File: config.mk
export PLATFORM = sky130hd
export DESIGN_NAME = fsqrt_issue
export DESIGN_NICKNAME = d
export VERILOG_FILES = /design/src/rtl/fpu_pkg.sv /design/src/rtl/fsqrt.sv /design/src/rtl/fsqrt_result_fifo.sv /design/src/rtl/fsqrt_issue.sv
export SDC_FILE = /design/constraint.sdc
export NUM_CORES = 1
export LEC_CHECK = 0
export ABC_AREA = 1
export CORE_ASPECT_RATIO = 1.5
export CORE_MARGIN = 5
export CORE_UTILIZATION = 35
export CTS_CLUSTER_SIZE = 10
export DETAILED_ROUTE_END_ITERATION = 10
export GPL_TIMING_DRIVEN = 0
export PLACE_DENSITY = 0.59
export SYNTH_ARGS = -nofsm -noshare
export SYNTH_HDL_FRONTEND = slang
export SYNTH_SLANG_ARGS = --single-unit
File: constraint.sdc
create_clock -name i_clk -period 6.35 [get_ports i_clk]
set_input_delay 0.635 -clock i_clk [delete_from_list [all_inputs] [get_ports i_clk]]
set_output_delay 0.635 -clock i_clk [all_outputs]
set_load 0.01 [all_outputs]
File: src/rtl/fpu_pkg.sv
// rtl/fpu_pkg.sv - shared FPU constants, operand classes and classifier
package fpu_pkg;

  localparam int          FSQRT_LAT = 5;
  localparam logic [31:0] FP_QNAN   = 32'h7FC00000;
  localparam logic [31:0] FP_PINF   = 32'h7F800000;

  typedef enum logic [2:0] {
    NORMAL,
    ZERO,
    PINF,
    QNAN,
    SNAN,
    NEG
  } fp_cls_e;

  // NaN outranks sign; denormals collapse to zero before the sign test
  function automatic fp_cls_e fp_classify(input logic [31:0] x);
    if (x[30:23] == 8'hFF && x[22:0] != 23'd0) return x[22] ? QNAN : SNAN;
    if (x[30:23] == 8'h00) return ZERO;
    if (x[31]) return NEG;
    if (x[30:23] == 8'hFF) return PINF;
    return NORMAL;
  endfunction

endpackage

File: src/rtl/fsqrt.sv
// rtl/fsqrt.sv - fixed-latency, non-stallable single-precision square root
// Result for input sampled in cycle N is on o_d during cycle N+FSQRT_LAT.
module fsqrt
  import fpu_pkg::*;
(
  input  logic        i_clk,
  input  logic [31:0] i_s,
  output logic [31:0] o_d
);

  function automatic logic [23:0] isqrt(input logic [49:0] r);
    logic [27:0] rem;
    logic [24:0] q;
    rem = '0;
    q   = '0;
    for (int i = 24; i >= 0; i--) begin
      rem = {rem[25:0], r[2*i +: 2]};
      if (rem >= {1'b0, q, 2'b01}) begin
        rem = rem - {1'b0, q, 2'b01};
        q   = {q[23:0], 1'b1};
      end else begin
        q   = {q[23:0], 1'b0};
      end
    end
    return q[23:0];
  endfunction

  logic [7:0]  w_e;
  logic [49:0] w_rad;
  logic [23:0] w_q;
  logic [23:0] w_frac;
  logic [7:0]  w_exp;
  logic [31:0] w_res;
  logic [31:0] r_d [FSQRT_LAT];

  assign w_e = i_s[30:23];
  // Even unbiased exponent (odd biased) keeps the mantissa; odd doubles it
  assign w_rad  = w_e[0] ? {1'b0, 1'b1, i_s[22:0], 25'b0} : {1'b1, i_s[22:0], 26'b0};
  assign w_q    = isqrt(w_rad);
  // Ties cannot occur for square roots, so the round bit alone decides
  assign w_frac = {1'b0, w_q[23:1]} + {23'd0, w_q[0]};
  assign w_exp  = {1'b0, w_e[7:1]} + 8'd63 + {7'd0, w_e[0]} + {7'd0, w_frac[23]};

  always_comb begin
    w_res = {1'b0, w_exp, w_frac[22:0]};
    if (i_s[31] || w_e == 8'h00) begin
      w_res = '0;
    end else if (w_e == 8'hFF) begin
      w_res = (i_s[22:0] == 23'd0) ? FP_PINF : FP_QNAN;
    end
  end

  always_ff @(posedge i_clk) begin
    r_d[0] <= w_res;
    for (int i = 1; i < FSQRT_LAT; i++) r_d[i] <= r_d[i-1];
  end

  assign o_d = r_d[FSQRT_LAT-1];

endmodule

File: src/rtl/fsqrt_result_fifo.sv
// rtl/fsqrt_result_fifo.sv - circular result buffer with flush and registered head
module fsqrt_result_fifo #(
  parameter int DEPTH = 5,
  parameter int W     = 32
) (
  input  logic         i_clk,
  input  logic         i_rst,
  input  logic         i_flush,
  input  logic         i_push,
  input  logic [W-1:0] i_data,
  input  logic         i_pop,
  output logic         o_empty,
  output logic [W-1:0] o_data
);

  localparam int PTR_W = (DEPTH > 1) ? $clog2(DEPTH) : 1;
  localparam int CNT_W = $clog2(DEPTH + 1);

  logic [W-1:0]     r_mem [DEPTH];
  logic [PTR_W-1:0] r_wr;
  logic [PTR_W-1:0] r_rd;
  logic [CNT_W-1:0] r_cnt;
  logic             w_pop;
  logic             w_full;

  function automatic logic [PTR_W-1:0] ptr_inc(input logic [PTR_W-1:0] p);
    return (p == PTR_W'(DEPTH - 1)) ? '0 : p + 1'b1;
  endfunction

  assign o_empty = (r_cnt == '0);
  assign w_full  = (r_cnt == CNT_W'(DEPTH));
  assign w_pop   = i_pop && !o_empty;
  assign o_data  = r_mem[r_rd];

  always_ff @(posedge i_clk or posedge i_rst) begin
    if (i_rst) begin
      for (int i = 0; i < DEPTH; i++) r_mem[i] <= '0;
      r_wr  <= '0;
      r_rd  <= '0;
      r_cnt <= '0;
    end else if (i_flush) begin
      r_wr  <= '0;
      r_rd  <= '0;
      r_cnt <= '0;
    end else begin
      if (i_push) begin
        r_mem[r_wr] <= i_data;
        r_wr        <= ptr_inc(r_wr);
      end
      if (w_pop) r_rd <= ptr_inc(r_rd);
      case ({i_push, w_pop})
        2'b10:   r_cnt <= r_cnt + 1'b1;
        2'b01:   r_cnt <= r_cnt - 1'b1;
        default: r_cnt <= r_cnt;
      endcase
    end
  end

  overflow_a: assert property (@(posedge i_clk) disable iff (i_rst)
    !(i_push && w_full && !w_pop && !i_flush));

endmodule

File: src/rtl/fsqrt_issue.sv
// rtl/fsqrt_issue.sv - credit-admitted issue/retire wrapper around fsqrt
// FSQRT_SPECIAL_EN: override results for zero/inf/NaN/negative operands and drive o_out_nv.
module fsqrt_issue
  import fpu_pkg::*;
#(
  parameter int TAG_W = 6,
  parameter int DEPTH = 5
) (
  input  logic             i_clk,
  input  logic             i_rst,
  input  logic             i_flush,
  input  logic             i_in_valid,
  output logic             o_in_ready,
  input  logic [31:0]      i_in_src,
  input  logic [TAG_W-1:0] i_in_tag,
  output logic             o_out_valid,
  input  logic             i_out_ready,
  output logic [31:0]      o_out_data,
  output logic [TAG_W-1:0] o_out_tag,
  output logic             o_out_nv
);

  localparam int CNT_W = $clog2(DEPTH + 1);
`ifdef FSQRT_SPECIAL_EN
  localparam int FW = 33 + TAG_W;
`else
  localparam int FW = 32 + TAG_W;
`endif

  logic [CNT_W-1:0]     r_used;
  logic [FSQRT_LAT-1:0] r_vld;
  logic [TAG_W-1:0]     r_tag [FSQRT_LAT];
  logic                 w_accept;
  logic                 w_pop;
  logic                 w_empty;
  logic [31:0]          w_sq_d;
  logic [FW-1:0]        w_push_data;
  logic [FW-1:0]        w_head;

  // Credits cover in-flight plus buffered results, so a retire always has room
  assign o_in_ready  = (r_used < CNT_W'(DEPTH)) && !i_flush;
  assign w_accept    = i_in_valid && o_in_ready;
  assign o_out_valid = !w_empty;
  assign w_pop       = o_out_valid && i_out_ready;

  always_ff @(posedge i_clk or posedge i_rst) begin
    if (i_rst) begin
      r_vld  <= '0;
      r_used <= '0;
    end else if (i_flush) begin
      r_vld  <= '0;
      r_used <= '0;
    end else begin
      r_vld <= {r_vld[FSQRT_LAT-2:0], w_accept};
      case ({w_accept, w_pop})
        2'b10:   r_used <= r_used + 1'b1;
        2'b01:   r_used <= r_used - 1'b1;
        default: r_used <= r_used;
      endcase
    end
  end

  always_ff @(posedge i_clk) begin
    r_tag[0] <= i_in_tag;
    for (int i = 1; i < FSQRT_LAT; i++) r_tag[i] <= r_tag[i-1];
  end

  fsqrt u_fsqrt (
    .i_clk (i_clk),
    .i_s   (i_in_src),
    .o_d   (w_sq_d)
  );

`ifdef FSQRT_SPECIAL_EN
  fp_cls_e     r_cls [FSQRT_LAT];
  logic        r_sgn [FSQRT_LAT];
  logic [31:0] w_res;
  logic        w_nv;

  always_ff @(posedge i_clk) begin
    r_cls[0] <= fp_classify(i_in_src);
    r_sgn[0] <= i_in_src[31];
    for (int i = 1; i < FSQRT_LAT; i++) begin
      r_cls[i] <= r_cls[i-1];
      r_sgn[i] <= r_sgn[i-1];
    end
  end

  always_comb begin
    w_res = w_sq_d;
    w_nv  = 1'b0;
    case (r_cls[FSQRT_LAT-1])
      ZERO:    w_res = {r_sgn[FSQRT_LAT-1], 31'd0};
      PINF:    w_res = FP_PINF;
      QNAN:    w_res = FP_QNAN;
      SNAN: begin
        w_res = FP_QNAN;
        w_nv  = 1'b1;
      end
      NEG: begin
        w_res = FP_QNAN;
        w_nv  = 1'b1;
      end
      default: w_res = w_sq_d;
    endcase
  end

  assign w_push_data = {w_nv, w_res, r_tag[FSQRT_LAT-1]};
  assign o_out_nv    = w_head[FW-1];
`else
  assign w_push_data = {w_sq_d, r_tag[FSQRT_LAT-1]};
  assign o_out_nv    = 1'b0;
`endif

  fsqrt_result_fifo #(
    .DEPTH (DEPTH),
    .W     (FW)
  ) u_fifo (
    .i_clk   (i_clk),
    .i_rst   (i_rst),
    .i_flush (i_flush),
    .i_push  (r_vld[FSQRT_LAT-1]),
    .i_data  (w_push_data),
    .i_pop   (w_pop),
    .o_empty (w_empty),
    .o_data  (w_head)
  );

  assign o_out_data = w_head[TAG_W +: 32];
  assign o_out_tag  = w_head[TAG_W-1:0];

endmodule
==> results.py <==
metrics = {
    "sta": {
        "worst-slew-pin-transition_ps": 1220,
        "hold_violations": 0,
        "final_max_slew_viol_count": 0,
        "skew_ps": 24.8,
        "setup_ws_ps": -48800,
        "slew_headroom_pct": 18.3,
        "whs_ps": 316,
        "rsz0062_at_grt": "yes",
        "finalCriticalPeriod_ps": 55150,
        "fin_crit_sh_pct": 868,
        "timing.fmax_mhz": 18.1,
        "fin_tns_setup_ps": -1474490,
        "finalSetupViolCount": 31,
    },
    "clocking": {
        "clk_pin_slew_worst_paths_ps": 60,
        "h-tree-depth": 2,
        "clk_path_buf_depth": 3,
        "cts_root_buf": "clkbuf_16",
        "cts.sinks": 387,
        "numCtsBuffers": 44,
        "hold_buffers": 0,
        "clock_latency_ps": 560,
        "cts_tree": "built",
    },
    "routing": {
        "vias": 47700,
        "avgViaCountPerCell": 5.22,
        "first_iter_violations": 2743,
        "postRouteAntennaNets": 0,
        "drt_pass1_iterations": 6,
        "drt_wl_total_um": 159000,
        "wire_per_inst_um": 17.4,
        "drcViolationCount": 0,
    },
    "worst_setup_path": {
        "cp_slowest_cell": "fa_2",
        "cpPeakStageDelay_ps": 420,
        "cp.required_ps": 6840,
        "start_kind": "primary input",
        "crit_fanout": 8,
        "crit_type": "primary input to flip-flop",
        "arrival_ps": 55640,
        "end_kind": "flip-flop",
        "critical_path.most_common_cell": "buf_4",
    },
    "synth": {
        "ys_seq_elements": 387,
        "syn-instance-count": 6628,
        "yosys.area.top_type_share_pct": 14.8,
        "yosys.area.top_type": "nand2_1",
        "synth_cell_types": 80,
        "synth.cell_area_um2": 42900,
        "synth_edf_count": 0,
        "yosysSeqAreaShare_pct": 20.4,
        "avgSynthCellArea_um2": 6.48,
        "synth_ff_type": "dfrtp_1",
        "ys_async_sr_fraction_pct": 52.2,
        "synthTopCellsByArea": "nand2_1 15%, dfrtp_1 12%, ha_1 10%",
        "ys_warn_count": 0,
    },
    "hold_path": {
        "hold_path.class": "flip-flop to flip-flop",
    },
    "grt": {
        "overflow": 0,
        "grt_pass1_wl_um": 245000,
        "grt_start_max_net_pins": 122,
        "track_usage_pct": 23.0,
        "antenna_found_initial": 2,
        "grt_pass1_vias": 47500,
    },
    "flow_run": {
        "cap_viol_max_count": 0,
    },
    "floorplanning": {
        "die_w_um": 296,
        "die_y_um": 439,
        "core_um2": 122000,
        "io_pins": 84,
        "num_rows": 157,
        "start_util_pct": 35.2,
        "dieArea_um2": 130000,
    },
    "status": {
        "violations": "negative setup slack",
        "status": "complete, but fails checks",
    },
    "place": {
        "dpl.hpwl_um": 114000,
        "pre_cts_ws_ps": -61130,
        "io_buffers": 80,
        "place_congestion": 0.958,
    },
    "cells_and_area": {
        "ff_latch_area_um2": 8760,
        "finalNetCount": 7905,
        "fill_cells": 12100,
        "synthToLayoutAreaGrowth_pct": 32.6,
        "multi_input_area_um2": 33100,
        "drive_above_1_share_pct": 26.2,
        "finish.utilization_pct": 46.7,
    },
}
==> state kept, by name (all words and copies together) (netlist names) <==
signal and cells:
u_fifo.r_mem 185, u_fifo.r_cnt 3, r_vld 5, r_used 3, r_tag 30, u_fsqrt.r_d 155
u_fifo.r_wr 3, u_fifo.r_rd 3
==> placed cells by master (no fill, tap or decap), types with 91 or more instances in the layout <==
| master | n |
|---|---|
| nand3_1 | 355 |
| buf_4 | 676 |
| inv_1 | 691 |
| nand2_4 | 91 |
| a21oi_1 | 361 |
| clkbuf_1 | 99 |
| o21ai_0 | 403 |
| xor2_1 | 128 |
| nor2_2 | 109 |
| nand2_2 | 220 |
| o21ai_1 | 104 |
| nor2_1 | 507 |
| ha_1 | 269 |
| nand2_1 | 1607 |
| xnor2_1 | 130 |
| dfxtp_1 | 185 |
| dfrtp_1 | 202 |
| inv_2 | 102 |
| nand4_1 | 123 |
==> worst paths after layout <==
check                                    start             endpoint  slack, ps  cells past startpoint
max                               i_in_src[23]   u_fsqrt.r_d[0][27]     -48800                    450
min                        u_fsqrt.r_d[0][125]  u_fsqrt.r_d[0][157]        320                      0
max reg2reg                           r_vld[4]     u_fifo.r_mem[43]       3760                      7
min reg2reg                u_fsqrt.r_d[0][125]  u_fsqrt.r_d[0][157]        320                      0
max in group asynchronous                i_rst    u_fifo.r_mem[157]       4680                      3
min in group asynchronous                i_rst     u_fifo.r_mem[32]        570                      2
==> worst max-delay path: cells and delay by family <==
family                     cells  cell delay, ps
AOI/OAI and AO/OA            126           17070
buffers and inverters        147           15940
and+or+nand+nor              142           13390
adders and majority gates     28            6950
muxes                          5            1030
xor gates and xnor gates       2             280
==> cells by family (layout without fill, tap and decap cells) <==
kind of cell	count (synthesis)	after routing	synth area share, %
and+or+nand+nor	3343	3344	37.0
AOI/OAI and AO/OA	1252	1252	16.2
buffers and inverters	1012	1892	10.3
DFF	387	387	20.4
adders and majority gates	356	356	10.4
xor gates and xnor gates	262	262	5.36
muxes	14	14	0.326
other	2	33	0.0175
==> final cells by class <==
class	count	area share [%]
multi-input cells	5257	58.1
inverters	845	5.98
repair buffers	805	11.8
clock inverters	4	0.0879
clock buffers	72	2.12
repair inverters	1	0.0286
diodes	4	0.0176
plain buffers	165	3.09
well taps	1590	3.49
flip-flops and latches	387	15.4
==> synth_stat cells, drive strengths merged (8+ instances only) <==
| cell type | instances |
|---|---|
| a21o | 10 |
| a21oi | 471 |
| a221o | 37 |
| a31oi | 19 |
| and2 | 8 |
| buf | 78 |
| clkbuf | 88 |
| clkinv | 28 |
| dfrtp | 202 |
| dfxtp | 185 |
| ha | 352 |
| inv | 814 |
| mux2i | 14 |
| nand2 | 1922 |
| nand3 | 457 |
| nand3b | 46 |
| nand4 | 125 |
| nor2 | 673 |
| nor3 | 65 |
| nor4 | 16 |
| o2111ai | 8 |
| o211ai | 11 |
| o21a | 25 |
| o21ai | 614 |
| o21bai | 27 |
| or2 | 26 |
| xnor2 | 131 |
| xor2 | 131 |
==> metrics by stage <==
step,cells,cell area [µm²]
2_1_floorplan,6655,44200
3_3_place_gp,8325,47000
3_5_place_dp,8329,47100
4_1_cts,9023,55200
5_1_grt,9126,57000
6_report,9130,57000
==> routing by layer <==
metal / vias up / GRT usage [%] / wire length (µm)
li1: 23500 / - / -
met1: 22200 / 23.5 / 57400
met2: 1424 / 44.5 / 83200
met3: 600 / 1.85 / 6150
met4: 2 / 14.6 / 11800
met5: - / 0 / 10
==> repair_timing <==
action / CTS / global route
cloned: 17 / 1
gates resized for setup: 457 / 259
setup buffers: 603 / 116
setup endpoints to repair: 31 / 31
pin swaps: 320 / 309
Power is left out: the tool's default activity adds up to more than one toggle a clock period on the data nets, which glitch-free logic cannot reach.
